`src/rtl/cpu_axi_master_pkg.sv`:
```
// Shared types and AXI constants for the CPU-to-AXI single-beat master bridge.
package cpu_axi_master_pkg;

    typedef enum logic [2:0] {
        IDLE,
        RADDR,
        RDATA,
        WADDR,
        WRESP
    } mst_state_t;

    localparam logic [1:0] OKAY       = 2'b00;
    localparam logic [1:0] SLVERR     = 2'b10;
    localparam logic [2:0] SIZE_WORD  = 3'b010;
    localparam logic [1:0] BURST_INCR = 2'b01;
    localparam logic [3:0] LEN_SINGLE = 4'd0;

    // Request fields captured when the CPU access is accepted.
    typedef struct packed {
        logic [31:0] addr;
        logic [31:0] wdata;
        logic [3:0]  strb;
    } cpu_req_t;

endpackage

```
`src/rtl/cpu_axi_master.sv`:
```
// CPU memory port to AXI4 master bridge: one outstanding single-beat word access,
// CPU stalled for the whole transaction, all bus control outputs registered.
module cpu_axi_master
    import cpu_axi_master_pkg::*;
#(
    parameter logic [3:0]  MASTER_ID = 4'd0,
    parameter logic [31:0] ERR_RDATA = 32'h0
) (
    input  logic        clk,
    input  logic        rst,
    // CPU side
    input  logic        cpu_req,
    input  logic        cpu_we,
    input  logic [31:0] cpu_addr,
    input  logic [31:0] cpu_wdata,
    input  logic [3:0]  cpu_strb,
    output logic        cpu_stall,
    output logic [31:0] cpu_rdata,
    output logic        cpu_err,
    // AR
    output logic [3:0]  ARID_M,
    output logic [31:0] ARADDR_M,
    output logic [3:0]  ARLEN_M,
    output logic [2:0]  ARSIZE_M,
    output logic [1:0]  ARBURST_M,
    output logic        ARVALID_M,
    input  logic        ARREADY_M,
    // R
    input  logic [3:0]  RID_M,
    input  logic [31:0] RDATA_M,
    input  logic [1:0]  RRESP_M,
    input  logic        RLAST_M,
    input  logic        RVALID_M,
    output logic        RREADY_M,
    // AW
    output logic [3:0]  AWID_M,
    output logic [31:0] AWADDR_M,
    output logic [3:0]  AWLEN_M,
    output logic [2:0]  AWSIZE_M,
    output logic [1:0]  AWBURST_M,
    output logic        AWVALID_M,
    input  logic        AWREADY_M,
    // W
    output logic [31:0] WDATA_M,
    output logic [3:0]  WSTRB_M,
    output logic        WLAST_M,
    output logic        WVALID_M,
    input  logic        WREADY_M,
    // B
    input  logic [3:0]  BID_M,
    input  logic [1:0]  BRESP_M,
    input  logic        BVALID_M,
    output logic        BREADY_M
);

    mst_state_t  state_q, state_d;
    cpu_req_t    req_q, req_d;
    logic        ar_valid_q, ar_valid_d;
    logic        r_ready_q, r_ready_d;
    logic        aw_valid_q, aw_valid_d;
    logic        w_valid_q, w_valid_d;
    logic        b_ready_q, b_ready_d;
    logic        aw_done_q, aw_done_d;
    logic        w_done_q, w_done_d;
    logic [31:0] rdata_q, rdata_d;
    logic        err_q, err_d;

    logic aw_hs, w_hs, rd_err, wr_err;

    assign aw_hs  = aw_valid_q & AWREADY_M;
    assign w_hs   = w_valid_q & WREADY_M;
    assign rd_err = (RRESP_M != OKAY) || (RID_M != MASTER_ID) || !RLAST_M;
    assign wr_err = (BRESP_M != OKAY) || (BID_M != MASTER_ID);

    always_comb begin
        state_d    = state_q;
        req_d      = req_q;
        ar_valid_d = ar_valid_q;
        r_ready_d  = r_ready_q;
        aw_valid_d = aw_valid_q;
        w_valid_d  = w_valid_q;
        b_ready_d  = b_ready_q;
        aw_done_d  = aw_done_q;
        w_done_d   = w_done_q;
        rdata_d    = rdata_q;
        err_d      = 1'b0;
        cpu_stall  = 1'b1;

        case (state_q)
            IDLE: begin
                cpu_stall = cpu_req;
                if (cpu_req) begin
                    req_d.addr  = cpu_addr;
                    req_d.wdata = cpu_wdata;
                    req_d.strb  = cpu_strb;
                    if (cpu_we) begin
                        state_d    = WADDR;
                        aw_valid_d = 1'b1;
                        w_valid_d  = 1'b1;
                    end else begin
                        state_d    = RADDR;
                        ar_valid_d = 1'b1;
                    end
                end
            end
            RADDR: begin
                if (ARREADY_M) begin
                    ar_valid_d = 1'b0;
                    r_ready_d  = 1'b1;
                    state_d    = RDATA;
                end
            end
            RDATA: begin
                if (RVALID_M) begin
                    r_ready_d = 1'b0;
                    err_d     = rd_err;
                    rdata_d   = rd_err ? ERR_RDATA : RDATA_M;
                    state_d   = IDLE;
                end
            end
            WADDR: begin
                if (aw_hs) begin
                    aw_valid_d = 1'b0;
                    aw_done_d  = 1'b1;
                end
                if (w_hs) begin
                    w_valid_d = 1'b0;
                    w_done_d  = 1'b1;
                end
                // Both channels may complete in the same cycle, so look at this cycle's handshakes too.
                if ((aw_done_q | aw_hs) && (w_done_q | w_hs)) begin
                    aw_done_d = 1'b0;
                    w_done_d  = 1'b0;
                    b_ready_d = 1'b1;
                    state_d   = WRESP;
                end
            end
            WRESP: begin
                if (BVALID_M) begin
                    b_ready_d = 1'b0;
                    err_d     = wr_err;
                    state_d   = IDLE;
                end
            end
            default: state_d = IDLE;
        endcase
    end

    always_ff @(posedge clk or negedge rst) begin
        if (!rst) begin
            state_q    <= IDLE;
            req_q      <= '0;
            ar_valid_q <= 1'b0;
            r_ready_q  <= 1'b0;
            aw_valid_q <= 1'b0;
            w_valid_q  <= 1'b0;
            b_ready_q  <= 1'b0;
            aw_done_q  <= 1'b0;
            w_done_q   <= 1'b0;
            rdata_q    <= '0;
            err_q      <= 1'b0;
        end else begin
            state_q    <= state_d;
            req_q      <= req_d;
            ar_valid_q <= ar_valid_d;
            r_ready_q  <= r_ready_d;
            aw_valid_q <= aw_valid_d;
            w_valid_q  <= w_valid_d;
            b_ready_q  <= b_ready_d;
            aw_done_q  <= aw_done_d;
            w_done_q   <= w_done_d;
            rdata_q    <= rdata_d;
            err_q      <= err_d;
        end
    end

    assign cpu_rdata = rdata_q;
    assign cpu_err   = err_q;

    assign ARID_M    = MASTER_ID;
    assign ARADDR_M  = req_q.addr & 32'hFFFF_FFFC;
    assign ARLEN_M   = LEN_SINGLE;
    assign ARSIZE_M  = SIZE_WORD;
    assign ARBURST_M = BURST_INCR;
    assign ARVALID_M = ar_valid_q;
    assign RREADY_M  = r_ready_q;

    assign AWID_M    = MASTER_ID;
    assign AWADDR_M  = req_q.addr & 32'hFFFF_FFFC;
    assign AWLEN_M   = LEN_SINGLE;
    assign AWSIZE_M  = SIZE_WORD;
    assign AWBURST_M = BURST_INCR;
    assign AWVALID_M = aw_valid_q;

    assign WDATA_M   = req_q.wdata;
    assign WSTRB_M   = req_q.strb;
    assign WLAST_M   = w_valid_q;
    assign WVALID_M  = w_valid_q;
    assign BREADY_M  = b_ready_q;

endmodule

```
`config.mk`:
```
export PLATFORM = sky130hd
export DESIGN_NAME = cpu_axi_master
export DESIGN_NICKNAME = d
export VERILOG_FILES = /design/src/rtl/cpu_axi_master_pkg.sv /design/src/rtl/cpu_axi_master.sv
export SDC_FILE = /design/constraint.sdc
export NUM_CORES = 1
export LEC_CHECK = 0
export ABC_AREA = 1
export BUFFER_PORTS_ARGS = -buffer_cell sky130_fd_sc_hd__buf_2
export CELL_PAD_IN_SITES_DETAIL_PLACEMENT = 0
export CELL_PAD_IN_SITES_GLOBAL_PLACEMENT = 1
export CORE_MARGIN = 10
export CORE_UTILIZATION = 33
export CTS_CLUSTER_DIAMETER = 100
export DETAILED_ROUTE_END_ITERATION = 10
export GPL_TIMING_DRIVEN = 0
export PLACE_DENSITY_LB_ADDON = 0.1
export SETUP_SLACK_MARGIN = 0.3
export SLEW_MARGIN = 5
export SYNTH_ARGS = -nofsm -noshare
export SYNTH_HDL_FRONTEND = slang
export SYNTH_SLANG_ARGS = --single-unit
```
`constraint.sdc`:
```
create_clock -name clk -period 2.12 [get_ports clk]
set_clock_uncertainty 0.15 [all_clocks]
set_input_delay 0.106 -clock clk [delete_from_list [all_inputs] [get_ports clk]]
set_output_delay 0.106 -clock clk [all_outputs]
set_load 0.01 [all_outputs]
```
==> Yosys cells after proc, flatten, opt, wreduce, memory -nomap -nowiden <==
Index checks and enable logic that the tools add are counted.
{ "classes": {"bitwise_logic": 4, "n_eq_ne": 13, "mux": 32, "reduce_logical": 26} }
{ "ops": {"columns": ["operator", "n"], "rows": [
  ["32-bit 2-to-1 mux", 1],
  ["1-bit 2-to-1 mux", 18],
  ["2-bit != test, second input constant", 9],
  ["2-bit nonzero test", 8],
  ["3-bit 2-to-1 mux", 5],
  ["3-bit one-hot mux with 5 select lines", 1],
  ["1-bit one-hot mux with 2 select lines", 6],
  ["4-bit AND reduction", 3],
  ["2-bit AND reduction", 4],
  ["4-bit nonzero test", 2],
  ["3-bit by 2-bit equality test with 1-bit output, second input constant", 2],
  ["3-bit AND reduction", 2],
  ["5-bit AND reduction", 1],
  ["3-bit by 1-bit equality test with 1-bit output, second input constant", 1],
  ["3-bit equality test, second input constant", 1],
  ["3-bit zero test", 1],
  ["1-bit logical OR", 3],
  ["1-bit AND", 2],
  ["2-bit 2-to-1 mux", 1],
  ["1-bit bitwise OR", 2],
  ["1-bit logical AND", 1],
  ["1-bit zero test", 1]
]} }
{ "word_totals": {"register_bits": 111, "inputBits": 122, "out_inout_bits": 166, "word_cells": 88} }

==> Logic depth before layout (Yosys ltp) <==
Gate-level depths: netlist of run 1.
{ "logic_depth": {"depth_word": 5, "depth_mapped": 9, "mapped_depth_nobuf": 7} }

==> Least setup slack after synthesis of run 1 <==
OpenSTA, ideal clock, no wires.
{ "synth_path": {"path_type": "reg-to-reg", "from": "reg state_q[1]", "to": "reg req_q (netlist bit ARADDR_M[2])", "arrival_time_ns": 1.167, "setup_time_ns": 0.117, "setup_slack_ns": 0.686, "synth_period_minus_slack_ns": 1.434, "path_stages_with_launch": 10, "path_buffers": 3, "required_ns": 1.853, "cell_sequence": "dfrtp_1 -> buf_4 -> inv_2 -> nand2_2 -> nor2_4 -> nand2_2 -> buf_6 -> buf_6 -> nand2_1 -> nand2_1"} }
{ "synth_via": {"elab_chain_cells": 2} }
{ "synth_lines": {"columns": ["item", "line", "source"], "rows": [
  ["from (decl)", "cpu_axi_master.sv:56", "mst_state_t state_q, state_d;"],
  ["from (signal assigned)", "cpu_axi_master.sv:163", "state_q <= state_d;"],
  ["3-bit zero test", "cpu_axi_master.sv:89", "case (state_q)"],
  ["2-bit AND reduction (no line)", null, null],
  ["to (signal assigned)", "cpu_axi_master.sv:164", "req_q <= req_d;"],
  ["to (decl)", "cpu_axi_master.sv:57", "cpu_req_t req_q, req_d;"]
]} }
No other way between the ends.
A chain may end at the register's enable or synchronous reset.

==> Final worst setup path of run 1 <==
{ "layout_path": {"from": "reg state_q[1]", "to": "reg req_q (netlist bit WDATA_M[7])"} }
Same word-level chain as after synthesis.

==> flow_metrics.env, run 1 <==
export IMPL_synth_avg_cell_area_um2=8.63
export IMPL_num_antenna_cells=0
export IMPL_synth_compound_area_share_pct=1.29
export IMPL_power_frac_seq_pct=35.6
export IMPL_ys_warnings_count=0
export IMPL_htreeDepth=3
export IMPL_synthAdderAreaFrac_pct=0
export IMPL_synthMostInstantiatedCell="nand2_1"
export IMPL_ys_top_cells_by_area="dfrtp_1 (55%), nand2_1 (16%), nand3_1 (11%), buf_4 (9.5%), buf_2 (1.7%)"
export IMPL_clock_latency_ns=0.35
export IMPL_setup_slack_ns=0.503
export IMPL_die_y_um=143
export IMPL_cts_num_sinks=109
export IMPL_fmax_mhz=618
export IMPL_period_share_pct=76.3
export IMPL_total_leakage_power_nw=4.68
export IMPL_numCtsBuffers=9
export IMPL_setup_tns_ns=0
export IMPL_synthMuxAreaShare_pct=0
export IMPL_clock_root_buffer="clkbuf_16"
export IMPL_min_period_ns=1.62
export IMPL_dp_hpwl_um=13300
export IMPL_tritoncts="done"
export IMPL_die_x_um=143
export IMPL_seq_area_frac_synth_pct=54.9
export IMPL_clockPowerShare_pct=17.7
export IMPL_gp_congestion=0.809
export IMPL_antenna_found_initial=1
export IMPL_end_kind="flip-flop"
export IMPL_rr_worst_depth=8
export IMPL_combinationalPowerShare_pct=46.7
export IMPL_fin_nets=1098
export IMPL_ant_nets=0
export IMPL_cp_required_ns=2.26
export IMPL_wire_per_inst_um=15.4
export IMPL_start_util_pct=33.9
export IMPL_power_density_mw_per_mm2=1160
export IMPL_setup_viol_count_final=0
export IMPL_area_growth_pct=60.2
export IMPL_grt_pass1_vias=5388
export IMPL_r2r_slack_ns=0.50
export IMPL_rows=44
export IMPL_finalHoldViolCount=0
export IMPL_switching_share_pct=40.1
export IMPL_clk_pin_slew_ns=0.07
export IMPL_synthTopCellsByCount="nand2_1 (217), dfrtp_1 (109), nand3_1 (106), buf_4 (63), buf_2 (17)"
export IMPL_drt_iter0_drc=242
export IMPL_r2r_start="state_q[1]"
export IMPL_gr_max_usage_layer="met2"
export IMPL_grt_max_degree=65
export IMPL_synth_flop_cell="dfrtp_1"
export IMPL_ys_types=23
export IMPL_route_detailed_drc=0
export IMPL_ios=288
export IMPL_startpoint="state_q[1]"
export IMPL_async_reset_ff_share_pct=100
export IMPL_dp_slack_ns=0.399
export IMPL_maxSlewViolCount=0
export IMPL_grt_overflow_total=0
export IMPL_synth_top_family_by_area="simple AND/OR/NAND/NOR gates"
export IMPL_finalWirelength_um=17900
export IMPL_synth_top_cell_by_area="dfrtp_1"
export IMPL_final_layout_size_suffix_gt1_share_pct=37.5
export IMPL_vias_per_cell=4.42
export IMPL_switchingPower_mw=3.71
export IMPL_portBuffers=254
export IMPL_synth_edff_count=0
export IMPL_synth_cell_area_mm2=0.00496
export IMPL_grt_usage_pct=17.3
export IMPL_dieArea_mm2=0.0204
export IMPL_status="finished clean"
export IMPL_r2r_end="WDATA_M[7]"
export IMPL_rsz0062_at_grt="false"
export IMPL_grt_use_met3_pct=6.37
export IMPL_cts_buffer_depth=2
export IMPL_yosys_area_share_simple_pct=29.5
export IMPL_vdd_ir_drop_max_mv=0.432
export IMPL_syn_inst=575
export IMPL_crit_type="reg2reg"
export IMPL_met1_usage_pct=19.6
export IMPL_worst_setup_path_start_kind="flip-flop"
export IMPL_cell_internal_pwr_mw=5.53
export IMPL_synth_top_cell_area_share_pct=54.9
export IMPL_hold_path_class="in2reg"
export IMPL_vias=5149
export IMPL_final_util_pct=54.3
export IMPL_maxCapViolations=0
export IMPL_met2_usage_pct=29.4
export IMPL_dr_pass1_iters=5
export IMPL_grt_pass1_wl_um=28400
export IMPL_arrival_ns=1.76
export IMPL_synth_seq_cells=109
export IMPL_synthXorXnorAreaFrac_pct=0
export IMPL_cts_resized=0
export IMPL_crit_path_end="WDATA_M[7]"
export IMPL_coreArea_mm2=0.0146
export IMPL_cp_max_fo=10
-- power by group through the flow --
stage                     sequential [mW]  combinational (mW)  clock, mW
after CTS                            3.29                4.31       1.70
after global routing                 3.38                4.81       1.78
after floorplan                      3.56                2.13          0
after global placement               3.28                4.09          0
final                                3.29                4.32       1.63
after detailed placement             3.32                4.14          0
-- state kept, by name, indices dropped and copies added, names as in the netlist --
register   count
WSTRB_M        4
state_q        3
cpu_rdata     32
ARVALID_M      1
BREADY_M       1
aw_done_q      1
w_done_q       1
WLAST_M        1
ARADDR_M      30
WDATA_M       32
cpu_err        1
AWVALID_M      1
RREADY_M       1
-- repair_timing --
item	in CTS	in global routing
hold endpoints to repair	213	0
hold buffers	104	0
setup buffers	0	3
endpoints found under the setup margin	0	30
-- kinds of logic after synthesis --
logic type	after synthesis
simple gates	342
compound gates	12
other cells	2
flops	109
buf+inv	110
-- stage by stage --
step	cell area (µm²)	power, mW	instances	hold slack (ns)
detailed placement	6610	7.47	1042	-0.0859
CTS	7930	9.30	1162	0.000829
finish	7950	9.24	1165	0.0127
floorplan	5070	5.69	603	-0.340
global placement	6570	7.37	1041	0.178
global route	7950	9.97	1165	0.0397
-- per-layer routing --
metal / vias to the layer above / wire (µm)
li1: 2532 / -
met1: 2363 / 6970
met2: 227 / 8820
met3: 25 / 1790
met4: 2 / 340
met5: - / 13
-- worst min-delay path by stage --
stage / from / endpoint / slack (ns) / cells after the start
detailed placement: rst / WDATA_M[13] / -0.09 / 1
global route: RVALID_M / RREADY_M / 0.04 / 3
floorplan: rst / ARADDR_M[10] / -0.34 / 0
global placement: RDATA_M[3] / cpu_rdata[3] / 0.18 / 3
finish: BRESP_M[0] / cpu_err / 0.01 / 5
CTS: BRESP_M[0] / cpu_err / 0.0008 / 5
-- critical path: stages (launching register included) --
cell	delay (ns)
dfrtp_1	0.36
buf_4	0.16
inv_2	0.05
nand2_2	0.07
nor2_4	0.18
buf_4	0.16
buf_2	0.21
nand3_1	0.11
nand2_1	0.10
-- placed cells by master (no fill, tap or decap) --
master	count
nor3_1	1
conb_1	30
clkbuf_16	9
buf_4	66
buf_1	3
or2_1	1
inv_2	5
clkinv_2	1
nand2_2	2
dlygate4sd3_1	104
nor3_4	1
o21ai_0	5
nand2_1	217
buf_2	270
o22ai_1	1
inv_1	12
a21o_1	1
nor2_4	1
inv_6	2
dfrtp_1	109
nand4_1	1
a21oi_1	5
buf_6	5
clkinvlp_4	2
nand4_4	1
buf_16	1
clkbuf_8	1
clkinv_4	1
clkbuf_1	6
nor2_1	11
nand3_1	106
-- cell type report --
type / instances / area, µm²
Multi-Input combinational cell: 384 / 1640
Inverter: 17 / 63.8
Clock buffer: 10 / 239
Buffer: 93 / 637
Tap cell: 184 / 230
Timing Repair Buffer: 362 / 2370
Sequential cell: 109 / 2730
Clock inverter: 6 / 46.3
Fill cell: 1364 / 6690
Note: power is estimated with default switching activity, not from simulation.
==> run 2: changes to the inputs <==
CORE_UTILIZATION = 28   (was 33)
clock period = 1.4 ns   (was 2.12 ns; I/O delays follow)
==> run 2 against run 1 <==
- the run now ends with negative hold slack, negative setup slack left
- critical path depth up 1
- non-clock buffer count up 94
- clock-buffer cell count unchanged
- largest cell class unchanged
- largest power group unchanged
==> flow_metrics.env, run 2 (synthesis results as in run 1) <==
export IMPL_status="finished, violations left"
export IMPL_violations="negative hold slack, negative setup slack"
export IMPL_clock_root_buffer="clkbuf_16"
export IMPL_rows=48
export IMPL_power_density_mw_per_mm2=1840
export IMPL_mostFrequentLayoutCell="nand2_1"
export IMPL_portBuffers=254
export IMPL_end_kind="flip-flop"
export IMPL_r2r_slack_ns=-0.13
export IMPL_startpoint="state_q[1]"
export IMPL_total_leakage_power_nw=5.50
export IMPL_path_cells="buf_6, inv_4, nand2_4, nor2_4, nand2_2, buf_8, buf_8, nand2_1, nand2_1"
export IMPL_drt_iter0_drc=221
export IMPL_grt_usage_pct=16.9
export IMPL_multi_input_area_mm2=0.00204
export IMPL_finalHoldViolCount=7
export IMPL_area_growth_pct=106
export IMPL_numPlacedInstances=1083
export IMPL_r2r_end="WDATA_M[16]"
export IMPL_vias_per_cell=4.29
export IMPL_vias=5583
export IMPL_cp_max_fo=10
export IMPL_cp_required_ns=1.50
export IMPL_hold_path_class="in2reg"
export IMPL_grt_overflow_total=0
export IMPL_setup_tns_ns=-7.06
export IMPL_fmax_mhz=654
export IMPL_htreeDepth=3
export IMPL_grt_pass1_vias=5915
export IMPL_dr_pass1_iters=4
export IMPL_start_util_pct=28.6
export IMPL_route_detailed_drc=0
export IMPL_dieArea_mm2=0.0235
export IMPL_r2r_start="state_q[1]"
export IMPL_hold_slack_ns=-0.160
export IMPL_path_delay_family="buffers and inverters"
export IMPL_final_layout_size_suffix_gt1_share_pct=51.3
export IMPL_finalWirelength_um=20800
export IMPL_dp_hpwl_um=13900
export IMPL_period_share_pct=109
export IMPL_slew_headroom_pct=51.7
export IMPL_die_x_um=153
export IMPL_cts_num_sinks=109
export IMPL_path_depth=9
export IMPL_ios=288
export IMPL_antenna_found_initial=0
export IMPL_fin_nets=1192
export IMPL_cts_buffer_depth=2
export IMPL_final_cell_mix="nand2_1 (179), buf_2 (164), buf_6 (139), dlygate4sd3_1 (108), dfrtp_1 (107)"
export IMPL_tritoncts="done"
export IMPL_cp_slowest_cell="dfrtp_1"
export IMPL_worst_slew_pin_slew_ns=0.724
export IMPL_slowest_delay_ns=0.38
export IMPL_die_y_um=153
export IMPL_crit_path_end="WDATA_M[16]"
export IMPL_seq_area_mm2=0.00273
export IMPL_placed_area_mm2=0.00686
export IMPL_gp_congestion=0.770
export IMPL_clock_latency_ns=0.36
export IMPL_arrival_ns=1.63
export IMPL_coreArea_mm2=0.0174
export IMPL_fillCellCount=1507
export IMPL_rr_worst_depth=9
export IMPL_num_antenna_cells=0
export IMPL_min_period_ns=1.53
export IMPL_wire_per_inst_um=16.0
export IMPL_grt_pass1_wl_um=32500
export IMPL_crit_type="reg2reg"
export IMPL_worst_setup_path_start_kind="flip-flop"
export IMPL_grt_max_degree=66
export IMPL_clk_pin_slew_ns=0.08
export IMPL_maxCapViolations=0
export IMPL_final_cell_area_mm2=0.0102
export IMPL_hold_buffers=108
export IMPL_vdd_ir_drop_max_mv=1.03
export IMPL_ant_nets=0
export IMPL_setup_viol_count_final=102
export IMPL_numCtsBuffers=9
export IMPL_maxSlewViolCount=0
export IMPL_rsz0062_at_grt="true"
export IMPL_cp_num_buf_inv=4
export IMPL_setup_slack_ns=-0.130
export IMPL_instances_no_fill=1300
## run 2: changes by cell type in the layout (fill, tap and decap cells not counted), moves of 5 or more
cell / previous run / this run
buf_6: 5 / 139
buf_16: 1 / 6
buf_2: 270 / 164
nand2_1: 217 / 179
buf_8: 0 / 12
buf_4: 66 / 105
nand3_1: 106 / 62
nand2_2: 2 / 32
nand2_4: 0 / 8
nand3_2: 0 / 42
buf_12: 0 / 7
## run 2: repair_timing
action	4_1_cts	5_1_grt
gates resized for setup	186	83
hold endpoints to repair	217	5
setup buffers	56	26
pin swaps	21	9
endpoints found under the setup margin	245	310
cloned	10	1
## run 2: worst reg2reg max path, delay by kind of cell (launching register included)
| family | cells | cell delay, ns |
|---|---|---|
| buffers and inverters | 4 | 0.48 |
| and+or+nand+nor | 5 | 0.40 |
| DFF | 1 | 0.38 |
## run 2: report_power, final
group          leakage (nW)  internal [mW]  switching, mW
Sequential             1.40           4.24          0.941
Combinational          3.97           6.39           4.76
Clock                 0.134           1.25           1.21
## run 2: worst min-delay path by stage
stage / slack (ns) / from / end / cells after the start
2_1_floorplan: -0.38 / rst / ARADDR_M[10] / 0
3_3_place_gp: 0.15 / RDATA_M[31] / cpu_rdata[31] / 3
3_5_place_dp: -0.11 / rst / ARADDR_M[28] / 1
4_1_cts: -0.17 / RID_M[1] / cpu_rdata[1] / 4
5_1_grt: -0.16 / RID_M[1] / cpu_rdata[1] / 4
6_report: -0.16 / RID_M[1] / cpu_rdata[1] / 4
## run 2: routing by layer
layer | part of all wire, % | global-route usage [%] | vias up | wire length (µm)
met4 | 1.1 | 4.04 | 0 | 236
met5 | 0 | 0 | - | 0
met3 | 9.4 | 7.07 | 14 | 1950
li1 | - | - | 2731 | -
met1 | 39 | 19.1 | 2620 | 8080
met2 | 51 | 28.9 | 218 | 10500
## run 2: cell type report
type / count / area share (%)
inverters: 17 / 0.747
clock inverters: 6 / 0.380
multi-input cells: 384 / 19.9
well taps: 225 / 2.76
clock buffers: 10 / 2.34
repair buffers: 456 / 38.0
flip-flops and latches: 109 / 26.7
plain buffers: 93 / 9.15
## run 2: per-stage QoR
step	hold WS (ns)	util (%)	setup WS, ns	power, mW
2_1_floorplan	-0.376	-	-0.0316	8.79
3_3_place_gp	0.150	39.4	-1.52	11.4
3_5_place_dp	-0.108	39.5	-0.290	11.5
4_1_cts	-0.165	55.4	-0.0981	17.6
5_1_grt	-0.164	58.9	-0.183	20.1
6_report	-0.160	58.9	-0.130	18.8
==> run 3: changes to the inputs <==
ABC_AREA = 0   (was 1)
CORE_UTILIZATION = 29   (was 28)
==> run 3 against run 2 <==
- the run still ends with negative hold slack, negative setup slack left
- power is 6.1% lower
- synthesized area is 3.7% lower
- final cell count is 17% lower
- critical endpoint is now WDATA_M[17]
- clock power is 3% lower
- register-to-register slack worse by 0.28 ns
- clock-buffer cell count is 1 higher
- via count is 19% lower
==> flow_metrics.env, run 3 <==
export IMPL_r2r_slack_ns=-0.41
export IMPL_total_leakage_power_nw=4.59
export IMPL_grt_pass1_vias=4910
export IMPL_r2r_end="WDATA_M[17]"
export IMPL_rsz0062_at_grt="true"
export IMPL_clock_root_buffer="clkbuf_16"
export IMPL_ys_warnings_count=0
export IMPL_syn_inst=403
export IMPL_synth_flop_cell="dfrtp_1"
export IMPL_gp_congestion=0.793
export IMPL_fmax_mhz=554
export IMPL_seq_area_mm2=0.00273
export IMPL_vias=4543
export IMPL_ant_nets=0
export IMPL_clk_pin_slew_ns=0.07
export IMPL_route_detailed_drc=0
export IMPL_area_growth_pct=97.6
export IMPL_rows=46
export IMPL_grt_pass1_wl_um=27700
export IMPL_fillCellCount=1339
export IMPL_die_y_um=148
export IMPL_min_period_ns=1.81
export IMPL_synth_seq_cells=109
export IMPL_setup_slack_ns=-0.406
export IMPL_placed_area_mm2=0.00650
export IMPL_synth_top_cell_by_area="dfrtp_1"
export IMPL_numCtsBuffers=9
export IMPL_cp_max_fo=7
export IMPL_r2r_start="state_q[2]"
export IMPL_worstHoldPathCells=4
export IMPL_hold_buffers=108
export IMPL_holdPathEnd="cpu_err"
export IMPL_grt_usage_pct=15.5
export IMPL_period_share_pct=129
export IMPL_power_density_mw_per_mm2=1870
export IMPL_violations="negative hold slack, negative setup slack"
export IMPL_ys_top_cells_by_area="dfrtp_1 (57%), mux2_2 (14%), buf_4 (11%), nand2_1 (5.4%), o21ai_0 (2.6%)"
export IMPL_maxSlewViolCount=0
export IMPL_finalWirelength_um=18500
export IMPL_synth_edff_count=0
export IMPL_multi_input_area_mm2=0.00173
export IMPL_seq_area_frac_synth_pct=57.1
export IMPL_final_cell_mix="buf_2 (151), buf_6 (150), dlygate4sd3_1 (108), dfrtp_1 (105), nand2_1 (66)"
export IMPL_vias_per_cell=4.21
export IMPL_vdd_ir_drop_max_mv=0.943
export IMPL_hp_start="BID_M[2]"
export IMPL_end_kind="flip-flop"
export IMPL_hold_path_class="in2reg"
export IMPL_status="finished, violations left"
export IMPL_ys_types=34
export IMPL_cp_required_ns=1.48
export IMPL_synthMostInstantiatedCell="dfrtp_1"
export IMPL_crit_type="reg2reg"
export IMPL_antenna_found_initial=2
export IMPL_ios=288
export IMPL_maxCapViolations=0
export IMPL_final_util_pct=59.0
export IMPL_synth_top_cell_area_share_pct=57.1
export IMPL_final_layout_size_suffix_gt1_share_pct=56.4
export IMPL_rr_worst_depth=6
export IMPL_die_x_um=148
export IMPL_grt_max_degree=69
export IMPL_coreArea_mm2=0.0160
export IMPL_dieArea_mm2=0.0220
export IMPL_dp_slack_ns=-0.605
export IMPL_arrival_ns=1.88
export IMPL_synth_cell_area_mm2=0.00478
export IMPL_tritoncts="done"
export IMPL_dr_pass1_iters=4
export IMPL_hold_slack_ns=-0.0663
export IMPL_cts_num_sinks=109
export IMPL_wire_per_inst_um=17.2
export IMPL_start_util_pct=29.9
export IMPL_synthTopCellsByCount="dfrtp_1 (109), nand2_1 (69), buf_4 (67), mux2_2 (59), o21ai_0 (25)"
export IMPL_async_reset_ff_share_pct=100
export IMPL_dp_hpwl_um=12600
export IMPL_clock_latency_ns=0.34
export IMPL_setup_viol_count_final=110
export IMPL_final_cell_area_mm2=0.00945
export IMPL_htreeDepth=3
export IMPL_cts_buffer_depth=2
export IMPL_power_total_mw=17.7
export IMPL_fin_nets=980
export IMPL_finalHoldViolCount=3
export IMPL_synth_avg_cell_area_um2=11.9
export IMPL_grt_overflow_total=0
export IMPL_mostFrequentLayoutCell="buf_2"
export IMPL_portBuffers=255
export IMPL_drt_iter0_drc=139
export IMPL_worst_setup_path_start_kind="flip-flop"
==> run 3: cell types whose count changed in the layout (fill, tap and decap cells not counted), moves of 33 or more <==
cell	delta
o21ai_1	+33
buf_4	-40
nand2_1	-113
nand3_2	-42
nand3_1	-60
mux2_2	+44
==> run 3: cell type report <==
type / count / share of cell area (%)
Antenna cell: 2 / 0.0530
Buffer: 82 / 8.78
Clock buffer: 11 / 2.57
Clock inverter: 4 / 0.265
Inverter: 2 / 0.0795
Multi-Input combinational cell: 238 / 18.4
Sequential cell: 109 / 28.9
Tap cell: 216 / 2.86
Timing Repair Buffer: 416 / 38.1
==> run 3: repair_timing <==
item	CTS	global route
setup endpoints to repair	235	313
buffers inserted	23	22
pin swaps	6	11
endpoints found under the hold margin	218	1
resized for setup	172	83
gates cloned	1	6
==> run 3: worst max-delay path, cell delays in order (launching register included) <==
cell,delay (ns)
dfrtp_1,0.38
buf_6,0.13
nor4b_4,0.26
buf_6,0.19
buf_6,0.11
buf_8,0.12
mux2_2,0.34
==> run 3: how the worst max path moves through the flow <==
stage / startpoint / endpoint / cells after the start / slack, ns
final: state_q[2] / WDATA_M[17] / 6 / -0.41
after global routing: state_q[2] / WDATA_M[11] / 6 / -0.47
after CTS: state_q[2] / WSTRB_M[0] / 5 / -0.40
after detailed placement: state_q[0] / ARADDR_M[14] / 4 / -0.61
after global placement: rst / cpu_rdata[10] / 1 / -1.28
after floorplan: state_q[2] / ARADDR_M[10] / 5 / -0.31
==> run 3: logic make-up (layout without fill, tap and decap cells) <==
kind of cell | after synthesis | after routing | synth area share [%]
buf+inv | 84 | 515 | 12.6
simple gates | 92 | 92 | 8.77
other cells | 2 | 32 | 0.157
compound gates | 50 | 50 | 5.86
flops | 109 | 109 | 57.1
mux | 66 | 66 | 15.5
==> run 3: where the power goes <==
group          leakage [nW]  internal (mW)  switching (mW)  total [mW]
Sequential             1.35           4.31            1.03        5.35
Combinational          3.11           6.30            3.63        9.92
Clock                 0.127           1.24            1.14        2.39
Total                  4.59           11.8            5.81        17.7
==> run 3: per-layer routing <==
layer	global-route usage (%)	wire, µm
met1	18.0	7610
met2	25.9	9180
met3	5.86	1520
met4	4.56	218
met5	0	0
==> run 3: metrics by stage <==
step	TNS, ns	std cells	hold WS [ns]
6_report	-34.10	1080	-0.0663
5_1_grt	-43.27	1079	-0.0612
4_1_cts	-33.48	1050	-0.0888
3_5_place_dp	-43.81	903	-0.129
3_3_place_gp	-181.75	902	0.137
2_1_floorplan	-17.83	431	-0.376
